**src/rtl/fpu_pkg.sv**
```systemverilog
// Shared definitions for the fp16 compare path: result codes, fp16 field
// widths and the arbiter state encoding.
package fpu_pkg;

  // One-hot compare result codes {lt, gt, eq}
  localparam logic [2:0] CMP_LT   = 3'b100;
  localparam logic [2:0] CMP_GT   = 3'b010;
  localparam logic [2:0] CMP_EQ   = 3'b001;
  localparam logic [2:0] CMP_NONE = 3'b000;

  // fp16 layout {sign, exp[4:0], man[9:0]}
  localparam int EXP_W  = 5;
  localparam int MAN_W  = 10;
  localparam int FP16_W = 1 + EXP_W + MAN_W;

  // Arbiter sequencing states
  typedef enum logic [1:0] {
    ST_IDLE  = 2'd0,
    ST_ISSUE = 2'd1,
    ST_WAIT  = 2'd2,
    ST_RESP  = 2'd3
  } state_t;

  // A compare result is well formed only if it is exactly one of the three codes
  function automatic logic is_valid_code(input logic [2:0] code);
    return (code == CMP_LT) || (code == CMP_GT) || (code == CMP_EQ);
  endfunction

endpackage

```
**src/rtl/fp16_cmp_arbiter_rr_arb2.sv**
```systemverilog
// Two-way round-robin grant: a lone requester wins outright, and on a tie
// the requester that was not served last wins.
module rr_arb2 (
  input  logic [1:0] valid,
  input  logic       last_grant,
  output logic       grant_valid,
  output logic       grant
);

  // Pick the winner from the current valids and the previous owner
  always_comb begin
    grant_valid = |valid;
    grant       = 1'b0;
    case (valid)
      2'b01:   grant = 1'b0;
      2'b10:   grant = 1'b1;
      2'b11:   grant = ~last_grant;
      default: grant = 1'b0;
    endcase
  end

endmodule

```
**src/rtl/fp16_cmp_arbiter.sv**
```systemverilog
// Shares one multi-cycle fp16 compare unit between two requesters. Operands
// are latched on accept, a start pulse is issued, and the result (or a
// timeout) is returned as a one-cycle pulse to whoever owned the request.
module fp16_cmp_arbiter
  import fpu_pkg::*;
#(
  parameter int TO_W    = 6,
  parameter int TIMEOUT = 40
) (
  input  logic        clk,
  input  logic        rst_n,
  input  logic        req0_valid,
  output logic        req0_ready,
  input  logic [15:0] req0_x,
  input  logic [15:0] req0_y,
  input  logic        req1_valid,
  output logic        req1_ready,
  input  logic [15:0] req1_x,
  input  logic [15:0] req1_y,
  output logic        rsp0_valid,
  output logic [2:0]  rsp0_result,
  output logic        rsp0_err,
  output logic        rsp1_valid,
  output logic [2:0]  rsp1_result,
  output logic        rsp1_err,
  output logic        cmp_start,
  output logic [15:0] cmp_x,
  output logic [15:0] cmp_y,
  input  logic        cmp_done,
  input  logic [2:0]  cmp_result
);

  // Last WAIT cycle index before the watchdog fires
  localparam logic [TO_W-1:0] TO_LAST = TO_W'(TIMEOUT - 1);

  state_t          state;
  logic            last_grant;
  logic            owner;
  logic [TO_W-1:0] cnt;
  logic            grant_valid;
  logic            grant;
  logic [2:0]      fin_result;
  logic            fin_err;

  rr_arb2 u_arb (
    .valid       ({req1_valid, req0_valid}),
    .last_grant  (last_grant),
    .grant_valid (grant_valid),
    .grant       (grant)
  );

  // Ready is only offered in IDLE, to the arbitration winner, outside reset
  assign req0_ready = rst_n && (state == ST_IDLE) && grant_valid && !grant;
  assign req1_ready = rst_n && (state == ST_IDLE) && grant_valid &&  grant;

  // Outcome of a WAIT cycle: a done beats a coincident timeout
  always_comb begin
    fin_result = CMP_NONE;
    fin_err    = 1'b1;
    if (cmp_done) begin
      fin_result = cmp_result;
      fin_err    = !is_valid_code(cmp_result);
    end
  end

  // Sequencing FSM with registered handshake and response outputs
  always_ff @(posedge clk) begin
    if (!rst_n) begin
      state       <= ST_IDLE;
      last_grant  <= 1'b1;
      owner       <= 1'b0;
      cnt         <= '0;
      cmp_start   <= 1'b0;
      cmp_x       <= '0;
      cmp_y       <= '0;
      rsp0_valid  <= 1'b0;
      rsp0_result <= CMP_NONE;
      rsp0_err    <= 1'b0;
      rsp1_valid  <= 1'b0;
      rsp1_result <= CMP_NONE;
      rsp1_err    <= 1'b0;
    end else begin
      cmp_start  <= 1'b0;
      rsp0_valid <= 1'b0;
      rsp1_valid <= 1'b0;
      case (state)
        ST_IDLE: begin
          if (grant_valid) begin
            cmp_x     <= grant ? req1_x : req0_x;
            cmp_y     <= grant ? req1_y : req0_y;
            owner     <= grant;
            cmp_start <= 1'b1;
            state     <= ST_ISSUE;
          end
        end
        ST_ISSUE: begin
          cnt   <= '0;
          state <= ST_WAIT;
        end
        ST_WAIT: begin
          cnt <= cnt + 1'b1;
          if (cmp_done || (cnt == TO_LAST)) begin
            if (owner) begin
              rsp1_valid  <= 1'b1;
              rsp1_result <= fin_result;
              rsp1_err    <= fin_err;
            end else begin
              rsp0_valid  <= 1'b1;
              rsp0_result <= fin_result;
              rsp0_err    <= fin_err;
            end
            state <= ST_RESP;
          end
        end
        ST_RESP: begin
          last_grant <= owner;
          state      <= ST_IDLE;
        end
        default: state <= ST_IDLE;
      endcase
    end
  end

endmodule

```
**config.mk**
```make
export PLATFORM = sky130hd
export DESIGN_NAME = fp16_cmp_arbiter
export DESIGN_NICKNAME = d
export VERILOG_FILES = /design/src/rtl/fpu_pkg.sv /design/src/rtl/fp16_cmp_arbiter_rr_arb2.sv /design/src/rtl/fp16_cmp_arbiter.sv
export SDC_FILE = /design/constraint.sdc
export NUM_CORES = 1
export LEC_CHECK = 0
export BUFFER_PORTS_ARGS = -buffer_cell sky130_fd_sc_hd__buf_2
export CAP_MARGIN = 10
export CORE_UTILIZATION = 40
export CTS_CLUSTER_SIZE = 28
export DETAILED_ROUTE_END_ITERATION = 10
export PLACE_DENSITY = 0.72
export SETUP_SLACK_MARGIN = 0.02
export SYNTH_ARGS = -nofsm -noshare
export SYNTH_HDL_FRONTEND = slang
export SYNTH_SLANG_ARGS = --single-unit
```
**constraint.sdc**
```tcl
create_clock -name clk -period 1.95 [get_ports clk]
set_input_delay 0.39 -clock clk [delete_from_list [all_inputs] [get_ports clk]]
set_output_delay 0.39 -clock clk [all_outputs]
set_load 0.005 [all_outputs]
```
### Word level (Yosys, flattened, before mapping)

Index checks and enable logic that the tools add are counted.

* register bits: 53
* bits of input ports: 72
* output and inout bits: 45
* word-level logic and storage cells: 57

* add/subtract/negate cells: 1
* eq/ne operators: 11
* mux-type cells: 12
* bitwise operators: 2
* reduce and logical (&&, ||, !) cells: 18

Operator list (number)
* $mux W16: 2
* $pmux W6 S2: 1
* $reduce_and A3 Y1: 3
* $eq A2 B2 Y1 const B: 4
* $pmux W2 S4: 1
* $add A6 B1 Y6 const B: 1
* $eq A6 B6 Y1 const B: 1
* $reduce_and A2 Y1: 3
* $logic_and A1 B1 Y1: 4
* $mux W1: 4
* $mux W2: 2
* $ne A2 B2 Y1 const B: 2
* $eq A3 B1 Y1 const B: 1
* $eq A3 B2 Y1 const B: 1
* $eq A3 B3 Y1 const B: 1
* $logic_or A1 B1 Y1: 3
* $mux W3: 1
* $eq A2 B1 Y1 const B: 1
* $logic_not A1 Y1: 2
* $logic_not A2 Y1: 1
* $not A1 Y1: 2
* $pmux W1 S2: 1
* $reduce_bool A2 Y1: 1
* $reduce_or A2 Y1: 1

### Longest topological paths before layout

Gate-level depths: netlist of run 1.

* depth in word-level cells: 5
* gate-level depth with buffers: 6
* gate-level depth less buffers: 6

### Modules after synthesis

From an unflattened synthesis of run 1, not the netlist that was laid out.

* cell total of the unflattened synthesis: 241
* area, all modules: 2438.6 sq um

By module, submodules not included
* fp16_cmp_arbiter: times used 1, cells each 239, area each 2424.8 sq um, seq. area each 1061.0 sq um
* rr_arb2: times used 1, cells each 2, area each 13.8 sq um, seq. area each 0.0 sq um

### Least setup slack after synthesis of run 1

Ideal clock, no wire load.

* path type: register -> output
* start: register state[0]
* end: output req0_ready
* data arrival time: 1228 ps
* data required time: 1560 ps
* path slack: 332 ps
* stages on the path, launching flop included: 7
* buffers on the path: 1
* path through: dfxtp_1 inv_1 ha_1 nor2b_2 buf_2 and2_1 nor2b_1

* word-level cells in the longest chain between the ends: 4

Ends and longest elaborated chain
* start: declaration: RTL line fp16_cmp_arbiter.sv:36 `state_t state;`
* start signal: assignment: RTL line fp16_cmp_arbiter.sv:69 `state <= ST_IDLE;`
* start signal: assignment: RTL line fp16_cmp_arbiter.sv:93 `state <= ST_ISSUE;`
* start signal: assignment: RTL line fp16_cmp_arbiter.sv:98 `state <= ST_WAIT;`
* $logic_not A2 Y1: RTL line fp16_cmp_arbiter.sv:53 `assign req0_ready = rst_n && (state == ST_IDLE) && grant_valid && !grant;`
* $logic_and A1 B1 Y1 (3 in a row): RTL line fp16_cmp_arbiter.sv:53
* end: declaration: RTL line fp16_cmp_arbiter.sv:13 `output logic req0_ready,`

No other way between the ends.

### Worst setup path after layout of run 1

Ends and elaborated chain as after synthesis.

==> impl_metrics.toml, run 1 <==
[run_status]
status = "complete, no violations"

[logic_synthesis]
synth_area_um2 = 2317
synth_edf_count = 0
synth.avg_cell_area_um2 = 9.575
synth.net_count = 319
ys_types = 35
yosys_most_used_dff = "dfxtp_1"
synth-seq-area-share_pct = 45.79
synthArstFlopShare_pct = 0
ys_seq_elements = 53
yosys_warnings = 0
synthCells = 242

[die]
die_h_um = 78.11
start_util_pct = 41.82
std_cell_rows = 27
die_w_um = 78.11
design.die.area_um2 = 6101
ios = 117
core_area_um2 = 5540

[clocking]
cts_sinks = 53
clockBufferDepth = 2
htreeDepth = 2
numCtsBuffers = 5
cts.clk_slew.worst_paths_ns = 0.09
tritoncts = "yes"
cts-root-buf = "clkbuf_8"
clk_latency_ns = 0.30
holdBufCountCts = 0

[power]
irDropWorstVdd_v = 0.0005333
swShare_pct = 34.01
seqPwrFrac_pct = 42.2
powerDensity_nw_per_um2 = 1184
combPwrFrac_pct = 38.0
fin_total_pwr_mw = 3.634
power.leakage_nw = 1.445
clockPowerShare_pct = 19.8
p_switching_mw = 1.236
p_int_mw = 2.398

[timing]
tightest_slew_ns = 0.4175
period_share_pct = 94.62
finalCriticalPeriod_ns = 1.845
skew_ns = 0.009573
fmax_ghz = 0.5420
rsz0062_at_grt = "no"
finalSetupViolations = 0
finalHoldViolations = 0
fin_tns_setup_ns = 0
drv_slew = 0
slew_headroom_pct = 71.98

[layout]
antenna_cells = 0
layout-drive-gt1-share_pct = 39.83
seqCellArea_um2 = 1064
fin_nets = 431
multi_input_area_um2 = 1162
areaGrowthSynthToFinish_pct = 32.45
fillCellCount = 531

[drt]
num_vias = 2092
drt-total-wl_um = 5371
postRouteAntennaNets = 0
avgRoutedWirePerCell_um = 12.61
drt_first_pass_iters = 4
viasPerCell = 4.911
drc = 0
drt_iter0_markers = 76

[global_routing]
grt_max_degree = 52
grtUsageTotal_pct = 18.42
grt_antenna_before_repair = 0
grt_pass1_vias = 2047
overflow = 0
grt_pass1_wl_um = 8983

[setup_path]
cp_max_fo = 4
crit_required_ns = 1.56
cp.arrival_ns = 1.46
crit_path_end_kind = "output pin"
critPathLaunchType = "flip-flop"
crit_type = "flip-flop to output pin"

[job]
max-cap-violations = 0

[place]
portBuffers = 116
hpwl_um = 3952
place.gp.congestion = 0.7692

[min_path]
holdCritPathClass = "primary input to flip-flop"
-- cell usage after synthesis, drive strengths merged (2+ instances only) --
| cell | instances | area share [%] |
|---|---|---|
| xor2 | 4 | 1.5 |
| nor2 | 10 | 1.8 |
| o221a | 2 | 0.97 |
| nand4 | 2 | 0.54 |
| nor2b | 5 | 1.5 |
| mux2i | 36 | 16 |
| o21ai | 35 | 7.6 |
| nand2 | 16 | 2.6 |
| o22ai | 6 | 1.6 |
| a21oi | 33 | 7.1 |
| buf | 10 | 3.5 |
| dfxtp | 53 | 46 |
| nand2b | 2 | 0.54 |
| ha | 5 | 2.7 |
| inv | 3 | 0.49 |
| clkbuf | 7 | 1.1 |
-- placed cells by master, fill, tap and decap left out, types with 2 or more instances in the layout --
cell / count
nor2b_1: 4
mux2i_1: 36
nor2_1: 8
ha_1: 4
nand2_1: 16
buf_2: 116
nand4_1: 2
inv_2: 2
buf_4: 5
xor2_1: 4
clkbuf_8: 5
dfxtp_1: 51
nand2b_1: 2
o21ai_0: 34
o221a_1: 2
nor2_2: 2
o22ai_1: 6
dfxtp_2: 2
a21oi_1: 33
-- power by group through the flow --
| stage | Sequential, mW | Combinational, mW | Clock, mW |
|---|---|---|---|
| finish | 1.53 | 1.38 | 0.721 |
| floorplan | 1.56 | 0.840 | 0 |
| detailed placement | 1.54 | 1.34 | 0 |
| global route | 1.56 | 1.55 | 0.789 |
| global placement | 1.53 | 1.30 | 0 |
| CTS | 1.53 | 1.39 | 0.739 |
-- final cells by class --
cell class,count,share of cell area (%)
multi-input cells,169,37.87
clock buffers,5,2.242
flip-flops and latches,53,34.65
inverters,3,0.3669
well taps,72,2.935
clock inverters,2,1.141
repair buffers,122,20.79
-- sequential cells by signal, indices dropped and copies added (netlist names) --
signal / count
rsp0_err: 1
rsp0_result: 3
last_grant: 1
rsp0_valid: 1
rsp1_err: 1
cmp_start: 1
owner: 1
cmp_x: 16
state: 2
cmp_y: 16
rsp1_result: 3
cnt: 6
rsp1_valid: 1
-- layer usage --
layer	share of wire (%)	track usage, %	up-vias
li1	-	-	1082
met1	44	19.67	941
met2	50	34.47	62
met3	4.6	4.419	7
met4	1.7	7.407	0
met5	0	0	-
-- critical path, stage by stage, from the launching register on --
cell and delay, ns:
dfxtp_2 0.36, inv_2 0.06, ha_4 0.17, nor2b_4 0.13, and2_1 0.17, nor2b_1 0.12, buf_2 0.13
-- cells by family after synthesis --
kind of cell	synth area share [%]
AOI/OAI and AO/OA	20.09
xor gates and xnor gates	1.890
DFF	45.79
and+or+nand+nor	8.855
buffers and inverters	5.129
muxes	15.55
adders and majority gates	2.700
-- through the flow --
step                      setup WS [ns]  cell area, um^2  instances  util [%]  hold WS, ns
after global routing            0.04019             3069        426     55.40       0.3313
after floorplan                  0.3321             2317        242         -       0.4517
after CTS                       0.03595             3069        426     55.40       0.3335
final                            0.1050             3069        426     55.40       0.3410
after detailed placement         0.2441             2950        419     53.25       0.4577
after global placement           0.2413             2950        419     53.25       0.4479
-- repair_timing --
action | in CTS | in global routing
pin swaps | 1 | 0
gates resized for setup | 4 | 2
setup buffers | 0 | 0
setup endpoints to repair | 1 | 1
-- final timing paths --
kind                                     start        endpoint  slack [ns]  depth (start not counted)
worst max-delay path                  state[0]      req0_ready        0.10                          6
worst min-delay path                     rst_n       cmp_start        0.34                          2
worst min register to register  rsp1_result[2]  rsp1_result[2]        0.47                          2
worst max register to register        state[0]        state[0]        0.32                          6
Power figures use the tool's default switching activity.
==> run 2: changes to the inputs <==
==> constraint.sdc (replaced) <==
create_clock -name clk -period 2.3 [get_ports clk]
set_input_delay 0.345 -clock clk [delete_from_list [all_inputs] [get_ports clk]]
set_output_delay 0.345 -clock clk [all_outputs]
set_load 0.005 [all_outputs]
==> run 2 against run 1 <==
Against the previous run: flip-flop and latch count unchanged; die area did not move; sequential power decreased by 16%; clock power is 22% lower; non-clock buffer count is 1 higher; cell count rose by 0.47%; sequential share of layout area rose by 0.17 points; clock skew decreased by 0.0059 ns.
==> impl_metrics.toml, run 2 (synthesis gave the netlist of run 1 again) <==
[run_status]
status = "complete, no violations"

[clocking]
numCtsBuffers = 5
post_cts_resized = 0
clk_latency_ns = 0.30
cts_sinks = 53
tritoncts = "yes"
cts_setup_buffers = 0
clockBufferDepth = 2
cts.clk_slew.worst_paths_ns = 0.09
htreeDepth = 2
holdBufCountCts = 0
cts-root-buf = "clkbuf_8"

[die]
die_h_um = 78.11
design.die.area_um2 = 6101
start_util_pct = 41.82
ios = 117
core_area_um2 = 5540
std_cell_rows = 27
die_w_um = 78.11

[drt]
num_vias = 2179
dr.max_layer_used = "met4"
drt_first_pass_iters = 4
viasPerCell = 5.091
wl_met1_um = 2355
avgRoutedWirePerCell_um = 12.61
drt_iter0_markers = 79
drt-total-wl_um = 5395
drc = 0
met3_wirelength_um = 295
postRouteAntennaNets = 0
met2RoutedLength_um = 2598

[min_path]
holdPathEnd = "cmp_x[10]"
hold_start = "req0_x[10]"
hold_depth = 3
holdCritPathClass = "primary input to flip-flop"

[setup_path]
critPathMaxStageDelay_ns = 0.39
reg2reg_from = "state[1]"
cpMaxStageDelayCell = "dfxtp_1"
crit_family = "buffers and inverters"
reg2regPathDepth = 5
crit_buf_inv = 3
cp_max_fo = 17
critical_path.startpoint = "state[1]"
crit_required_ns = 1.96
critPathLaunchType = "flip-flop"
crit_type = "flip-flop to output pin"
reg2reg_slack_ns = 0.62
crit_path_end_kind = "output pin"
cp.arrival_ns = 1.65
crit_path_cell_trace = "inv_1 -> ha_1 -> nor2b_4 -> buf_4 -> and3_1 -> buf_2"
reg2reg_to = "cnt[5]"

[timing]
tightest_slew_ns = 0.4004
finalCriticalPeriod_ns = 1.996
finalHoldWorstSlack_ns = 0.3232
rsz0062_at_grt = "no"
skew_ns = 0.003669
finalHoldViolations = 0
finalSetupViolations = 0
drv_slew = 0
setup_ws_ns = 0.3036
slew_headroom_pct = 73.13
fmax_ghz = 0.5009
period_share_pct = 86.80
fin_tns_setup_ns = 0

[place]
place.gp.congestion = 0.7490
dpl_worst_slack_ns = 0.5904
dp.cells = 420
hpwl_um = 4022
placed_area_um2 = 2945
portBuffers = 116

[layout]
final_common_cell = "buf_2"
layout-drive-gt1-share_pct = 38.76
final_cell_mix = "116 x buf_2, 53 x dfxtp_1, 36 x mux2i_1, 34 x o21ai_0, 33 x a21oi_1"
antenna_cells = 0
stdcell_count = 428
top_regs = "cmp_x (16), cmp_y (16), cnt (6)"
fin_nets = 432
areaGrowthSynthToFinish_pct = 31.48
final_core_util_pct = 54.99
finish.instance_area_um2 = 3047

[power]
fin_total_pwr_mw = 2.994
irDropWorstVdd_v = 0.0004786
powerDensity_nw_per_um2 = 982.8
power.leakage_nw = 1.445

[global_routing]
overflow = 0
grtUsageTotal_pct = 18.68
grt_max_degree = 32
grt_pass1_wl_um = 9080
grt_pass1_vias = 2055
grt_antenna_before_repair = 0

[job]
max-cap-violations = 0
run 2: cell types whose count changed in the layout (fill, tap and decap cells not counted), sizes merged:
cell,delta
buf,+1
clkbuf,+2
bufinv,-1
run 2: how the worst max path moves through the flow:
stage               depth (start not counted)  slack (ns)         end
floorplan                                   6        0.73  req0_ready
global placement                            6        0.58  req1_ready
detailed placement                          6        0.59  req1_ready
CTS                                         6        0.29  req1_ready
global route                                6        0.18  req1_ready
finish                                      6        0.30  req1_ready
run 2: area by class of cell:
cell class                 instances  area [um^2]
clock buffer                       7        96.34
clock inverter                     1        5.005
fill                             528         2494
inverter                           3        11.26
multi-input combinational        169         1150
sequential                        53         1061
tap                               72        90.09
timing repair buffer             123        633.1
run 2: per-layer routing:
layer / vias to the layer above / track usage, %
li1: 1084 / -
met1: 1003 / 21.07
met2: 79 / 33.51
met3: 13 / 3.953
met4: 0 / 8.519
met5: - / 0
run 2: worst min-delay path, delay by kind of cell:
| family | cells | cell delay (ns) |
|---|---|---|
| multiplexers | 1 | 0.05 |
| AO/OA/AOI/OAI | 1 | 0.12 |
| buffers and inverters | 1 | 0.08 |
run 2: where the power goes:
part           internal (mW)  leakage, nW  switching (mW)  total, mW
sequential              1.17        0.436           0.123       1.29
combinational          0.519        0.955           0.622       1.14
clock                  0.272       0.0542           0.290      0.562
